<file path="config.mk">
export PLATFORM = sky130hd
export DESIGN_NAME = shift_unit_iter
export DESIGN_NICKNAME = d
export VERILOG_FILES = /design/src/rtl/shift_unit_iter_pkg.sv /design/src/rtl/shift_unit_iter_step.sv /design/src/rtl/shift_unit_iter.sv
export SDC_FILE = /design/constraint.sdc
export NUM_CORES = 1
export LEC_CHECK = 0
export BUFFER_PORTS_ARGS = -buffer_cell sky130_fd_sc_hd__buf_2
export CORE_ASPECT_RATIO = 0.5
export CORE_MARGIN = 1.5
export CORE_UTILIZATION = 35
export DETAILED_ROUTE_END_ITERATION = 6
export GPL_TIMING_DRIVEN = 0
export PLACE_DENSITY = 0.59
export SLEW_MARGIN = 20
export SYNTH_ARGS = -nofsm -noshare
export SYNTH_HDL_FRONTEND = slang
export SYNTH_SLANG_ARGS = --single-unit
</file>
<file path="constraint.sdc">
create_clock -name clk_i -period 6 [get_ports clk_i]
set_input_delay 1.2 -clock clk_i [delete_from_list [all_inputs] [get_ports clk_i]]
set_output_delay 1.2 -clock clk_i [all_outputs]
set_load 0.05 [all_outputs]
</file>
<file path="src/rtl/shift_unit_iter_pkg.sv">
// rtl/shift_unit_iter_pkg.sv - shared mode and state encodings for the iterative shifter
package shift_unit_iter_pkg;

    // Operation encodings presented on mode_i
    localparam logic [1:0] SHIFT_SLL = 2'b00;
    localparam logic [1:0] SHIFT_SRL = 2'b01;
    localparam logic [1:0] SHIFT_SRA = 2'b10;
    localparam logic [1:0] SHIFT_ROL = 2'b11;

    typedef enum logic [1:0] {
        IDLE  = 2'b00,
        SHIFT = 2'b01,
        DONE  = 2'b10
    } state_t;

endpackage

</file>
<file path="src/rtl/shift_unit_iter_step.sv">
// rtl/shift_unit_iter_step.sv - one iteration of the shifter: shift by n (0..STEP) bits
module shift_step_comb
    import shift_unit_iter_pkg::*;
#(
    parameter  int WIDTH = 64,
    parameter  int STEP  = 1,
    localparam int NW    = $clog2(STEP + 1)
) (
    input  logic [WIDTH-1:0] i_value,
    input  logic [NW-1:0]    i_n,
    input  logic [1:0]       i_mode,
    output logic [WIDTH-1:0] o_value
);

    // The shift amount is only NW bits wide, so the mux depth grows with STEP, not WIDTH.
    // SRA keeps replicating the MSB, which never changes under SRA, so per-step
    // sign fill equals the original sign bit.
    always_comb begin
        o_value = i_value;
        case (i_mode)
            SHIFT_SLL: o_value = i_value << i_n;
            SHIFT_SRL: o_value = i_value >> i_n;
            SHIFT_SRA: o_value = $signed(i_value) >>> i_n;
            SHIFT_ROL: o_value = (i_value << i_n) | (i_value >> (WIDTH - int'(i_n)));
            default:   o_value = i_value;
        endcase
    end

endmodule

</file>
<file path="src/rtl/shift_unit_iter.sv">
// rtl/shift_unit_iter.sv - multi-cycle shifter (SLL/SRL/SRA/ROL) with valid/ready on both sides
module shift_unit_iter
    import shift_unit_iter_pkg::*;
#(
    parameter  int WIDTH = 64,
    parameter  int STEP  = 1,
    localparam int SHW   = $clog2(WIDTH)
) (
    input  logic             clk_i,
    input  logic             rst_i,
    input  logic             valid_i,
    output logic             ready_o,
    input  logic [WIDTH-1:0] data_i,
    input  logic [SHW-1:0]   shamt_i,
    input  logic [1:0]       mode_i,
    output logic             valid_o,
    input  logic             ready_i,
    output logic [WIDTH-1:0] data_o
);

    localparam int NW = $clog2(STEP + 1);
    // STEP may equal WIDTH, which does not fit in SHW bits, hence the extra bit
    localparam logic [SHW:0] STEP_X = (SHW + 1)'(STEP);

    state_t           r_state;
    state_t           w_state_nxt;
    logic [WIDTH-1:0] r_work;
    logic [WIDTH-1:0] w_step_value;
    logic [SHW-1:0]   r_remaining;
    logic [1:0]       r_mode;
    logic [NW-1:0]    w_n;
    logic             w_accept;
    logic             w_last;

    assign w_accept = valid_i && ready_o;
    // The final iteration is the one where what is left fits within STEP
    assign w_last   = ({1'b0, r_remaining} <= STEP_X);
    assign w_n      = w_last ? NW'(r_remaining) : NW'(STEP);
    assign data_o   = r_work;

    shift_step_comb #(
        .WIDTH (WIDTH),
        .STEP  (STEP)
    ) u_step (
        .i_value (r_work),
        .i_n     (w_n),
        .i_mode  (r_mode),
        .o_value (w_step_value)
    );

    // State register; reset discards any in-flight operation
    always_ff @(posedge clk_i) begin
        if (rst_i) begin
            r_state <= IDLE;
        end else begin
            r_state <= w_state_nxt;
        end
    end

    // Next-state and handshake outputs
    always_comb begin
        w_state_nxt = r_state;
        ready_o     = 1'b0;
        valid_o     = 1'b0;
        case (r_state)
            IDLE: begin
                ready_o = 1'b1;
                if (valid_i) begin
                    w_state_nxt = (shamt_i == '0) ? DONE : SHIFT;
                end
            end
            SHIFT: begin
                if (w_last) begin
                    w_state_nxt = DONE;
                end
            end
            DONE: begin
                valid_o = 1'b1;
                if (ready_i) begin
                    w_state_nxt = IDLE;
                end
            end
            default: w_state_nxt = IDLE;
        endcase
    end

    // Operand capture on acceptance, then one partial shift per cycle while in SHIFT
    always_ff @(posedge clk_i) begin
        if (rst_i) begin
            r_work      <= '0;
            r_remaining <= '0;
            r_mode      <= '0;
        end else if (w_accept) begin
            r_work      <= data_i;
            r_remaining <= shamt_i;
            r_mode      <= mode_i;
        end else if (r_state == SHIFT) begin
            r_work      <= w_step_value;
            r_remaining <= r_remaining - SHW'(w_n);
        end
    end

endmodule

</file>
Word-level counts from Yosys, hierarchy flattened --
Cells that the tools add are included.
Storage, ports and cells: memories kept 0, word-level logic and storage cells 39, output and inout port bits 66, bits in latches 0, RAM bits 0, ROM bits 0, flip-flop bits (word level) 74, input port bits 76
Cells by class: $mul 0, multiplexer cells 13, shifts and indexed selects 4, bitwise gates (word level) 1, add/sub/neg operators 2, reduce and logical (&&, ||, !) cells 6, $lt $le $gt $ge 1, eq/ne operators 8, div/mod/pow operators 0
Operator list (number):
- 64-bit case mux with 4 select lines | 1
- 64-bit two-way mux | 2
- 64-bit bitwise OR | 1
- 64-bit by 1-bit << shifter with 64-bit output | 1
- 64-bit by 1-bit >> shifter with 64-bit output | 1
- 64-bit by 32-bit >> shifter with 64-bit output | 1
- 64-bit by 1-bit >>> shifter with 64-bit output | 1
- 6-bit two-way mux | 2
- 2-bit two-way mux | 4
- 7-bit by 1-bit subtractor with 8-bit output, first input constant | 1
- 2-bit equality test, second input constant | 3
- 6-bit by 1-bit <= comparator with 1-bit output, second input constant | 1
- 6-bit logical NOT | 1
- 2-bit inequality test, second input constant | 3
- 2-bit case mux with 3 select lines | 1
- 6-bit by 1-bit subtractor with 6-bit output | 1
- 2-bit by 1-bit equality test with 1-bit output, second input constant | 2
- 2-bit logical NOT | 2
- 1-bit two-way mux | 3
- 3-bit AND reduction | 1
- 2-bit nonzero test | 1
- 1-bit logical AND | 1

Longest topological paths before layout --
depth after elaboration 8, mapped depth 9, mapped depth without buffers 8

Cells and area by module --
Synthesis repeated with hierarchy kept, for this count alone.
Unflattened totals: cells, all modules 643, area total of the unflattened synthesis 4904.7 µm²
Modules (own cells, without submodules):
- shift_unit_iter | area an instance 3530.9 µm², sequential area each 1481.4 µm², cells an instance 428, instances 1
- shift_step_comb | area an instance 1373.8 µm², sequential area each 0.0 µm², cells an instance 215, instances 1

Worst setup path before layout --
No wires, ideal clock.
kind register to register, from register r_state[0], to register with a tool-made name, path slack 3.532 ns, required time 5.848 ns, arrival 2.316 ns, stages on the path, launching flop included 9, period minus slack after synthesis 2.468 ns, library setup time 0.152 ns, buffers on the path 4, cell sequence dfxtp_1 > clkbuf_1 > nor2_1 > and2_1 > clkbuf_1 > buf_2 > buf_2 > mux2i_1 > a221oi_2
RTL lines:
- start: declaration | line shift_unit_iter.sv:25 | state_t r_state;
- start signal: assignment | line shift_unit_iter.sv:56 | r_state <= w_state_nxt;

==> results.md <==
* FF-to-FF End: data_o[7]
* Required time worst endpoint at between 6 and 7 ns
* Clk_lat worst skew at 0.34 ns
* WL/cell at roughly 17 µm
* Cts repair resizes at 0
* FF/Latch Area at ~0.0015 mm²
* Vias at around 5600
* Post-CTS setup buffer count at 0
* Logic pwr share at 0.438
* Leakage Power at about 2.5 nW
* Fill cells at 1463
* Post-Route WL at between 15 and 20 mm
* Post-synth top flop: dfxtp_1
* Yosys reg bits at 74
* First-pass GRT wire length at roughly 26 mm
* Startpoint types: input port
* Post-Route Skew at just under 0.01 ns
* Main combinational cell family by area after synthesis: compound AO/OA/AOI/OAI gates
* Crit path time final at 2.636 ns
* H-tree depth at 3
* Commonest non-fill, non-tap cell in the layout: buf_2
* TritonCTS clock tree: yes
* I/O pin cnt at around 140
* Floorplan row count at 30
* Ys Warns at 0
* Reg power frac at 0.299
* Crit Path Max Fanout at 10
* WHS Endpoint: data_o[8]
* Clock power share at 0.263
* Drt first pass iters at 5
* Placed cell areas at roughly 0.006 mm²
* DRC violation total after the first TritonRoute iteration at around 430
* Post-layout nets at 850
* PD cells at roughly 360 mW/mm²
* Synth cell types at between 40 and 50
* Area growth, synth to finish at 25.38%
* Path type of the worst min-delay path: register to register
* GRT Util Overall at 0.2174
* Mapped Avg Cell Area at about 8 µm²
* Simple-gate share of the synthesized area at 0.1655
* Worst Tran Pin Value at approximately 0.85 ns
* Final Instance Area at about 0.0063 mm²
* Total negative setup slack at 0 ns
* F_max at ~0.38 GHz
* Ys async rst share at 0
* Worst slew margin at 0.4327
* Ant diodes at 0
* Die ar. at 0.01502 mm²
* Setup-failing EPs final at 0
* Synth Area in XOR/XNOR at 0.001756
* Mapped Nets at around 700
* Netlist Area Pre-Place at around 0.0050 mm²
* Cells after synthesis at just over 600
* Maximum VDD drop at roughly 150 µV
* Critical R2R Launch: r_state[0]
* Sink count of the clock tree at between 70 and 80
* Initial Utilization at 0.3631
* Switching Power at ~1 mW
* Hold buffer count at CTS at 0
* Number of synthesized flops with an enable pin at 0
* Max cap viols at 0
* Initial antenna violation count at 0
* Compound-Gate Fraction of Synth Area at 0.3865
* Share of cells above drive strength 1 at 0.2828
* Hold slack at 0.5395 ns
* Seq/Total Area, Yosys at 0.2970
* Final hold vios at 0
* Die height at 87.42 µm
* Reg2Reg Setup Slack at approximately 3.5 ns
* Final HPWL from detailed placement at around 12 mm
* GRT overflow at 0
* Core area at between 0.01 and 0.015 mm²
* Most frequent cells in the layout: buf_2, nor2_1, dfxtp_1, nand2_1, o211ai_1
* Synth Area in Adders at 0.002508
* Worst reg-to-reg path cell count at 6
* Hold Crit Depth at 2
* Critical path type: input port to register
* Pint at around 1.2 mW
* Multi-input gate area at 0.003178 mm²
* Vias in the first global route at 4887
* Run status: finished, final reports clean
* Largest net degree at the start of global routing at 13
* Root Driver: clkbuf_16
* Max clock buf depth at 2
* CTS buffer count at 9
* Clk pin slew, worst setup/hold paths at 0.06 ns
* Worst Setup End Kind: register
* Sw Share at 0.4408
* DRC Markers at 0
* Vias/cell at 5.724
* DRT antenna net count at 0
* Mux cell area share after synthesis at 0.08076
* Fin. max-slew vios at 0
* Crit path DAT at 2.81 ns
* Routability Congestion at 0.8236
* RSZ-0062 raised after global routing: false
* Port Buffer Count at 141
* Hold Path Origin: data_o[8]
* Die X at between 150 and 200 µm
* Period Utilization, post-route at 0.4393
[how the worst max path moves through the flow]
stage	to	from
global placement	register	valid_i
CTS	register	valid_i
floorplan	register	r_state[0]
global route	data_o[7]	valid_i
detailed placement	register	valid_i
finish	register	valid_i
[power by group through the flow]
stage | Combinational (mW) | Sequential [mW] | Clock (mW)
2_1_floorplan | 0.537 | 0.858 | 0
3_3_place_gp | 0.962 | 0.675 | 0
3_5_place_dp | 0.971 | 0.676 | 0
4_1_cts | 0.975 | 0.665 | 0.596
5_1_grt | 1.06 | 0.680 | 0.626
6_report | 0.976 | 0.668 | 0.587
[synth_stat cells, types with 5 or more instances]
| cell type | count | share of area |
|---|---|---|
| nand2_1 | 63 | 0.047 |
| a2111oi_0 | 10 | 0.018 |
| and3_1 | 18 | 0.023 |
| clkbuf_1 | 45 | 0.034 |
| buf_2 | 11 | 0.011 |
| o21ai_0 | 32 | 0.032 |
| a221oi_2 | 36 | 0.11 |
| and3_2 | 5 | 0.0075 |
| mux2i_1 | 38 | 0.076 |
| o22ai_1 | 48 | 0.060 |
| a21oi_1 | 39 | 0.039 |
| o211ai_1 | 50 | 0.075 |
| nand3_1 | 5 | 0.0050 |
| nor2_1 | 85 | 0.064 |
| buf_6 | 5 | 0.011 |
| a221oi_1 | 13 | 0.023 |
| dfxtp_1 | 74 | 0.30 |
[per-layer routing]
metal / wire length, µm / vias up / GRT usage
li1: - / 2709 / -
met1: 8123 / 2684 / 0.3110
met2: 7447 / 144 / 0.3375
met3: 776 / 15 / 0.04225
met4: 159 / 0 / 0.04664
met5: 0 / - / 0
[worst max-delay path, stage by stage]
cell and delay [ns]:
buf_2 0.14, and2_1 0.13, clkbuf_1 0.25, buf_2 0.34
buf_2 0.37, mux2i_1 0.29, a221oi_2 0.08
[metrics by stage]
stage               setup slack (ns)  total power, mW    util  instances
global placement               3.002            1.637  0.4320        954
CTS                            3.353            2.237  0.4553        970
finish                         3.364            2.231  0.4553        970
floorplan                      3.532            1.395       -        621
global route                   3.250            2.365  0.4553        970
detailed placement             3.008            1.647  0.4320        954
[kinds of logic (layout without fill, tap and decap cells)]
kind of cell,Yosys count,count (layout)
xor+xnor,1,1
buf+inv,70,227
mux,40,40
fa+ha+maj,1,1
flops,74,74
compound gates,245,245
simple gates,190,190
[cell type report]
cell class / instances / area share
Tap cell: 192 / 0.03841
Inverter: 4 / 0.002400
Buffer: 66 / 0.05021
Multi-Input combinational cell: 477 / 0.5081
Clock buffer: 11 / 0.03881
Sequential cell: 74 / 0.2368
Clock inverter: 5 / 0.01240
Timing Repair Buffer: 141 / 0.1128
No activity file was read; power rests on OpenSTA's default activity.
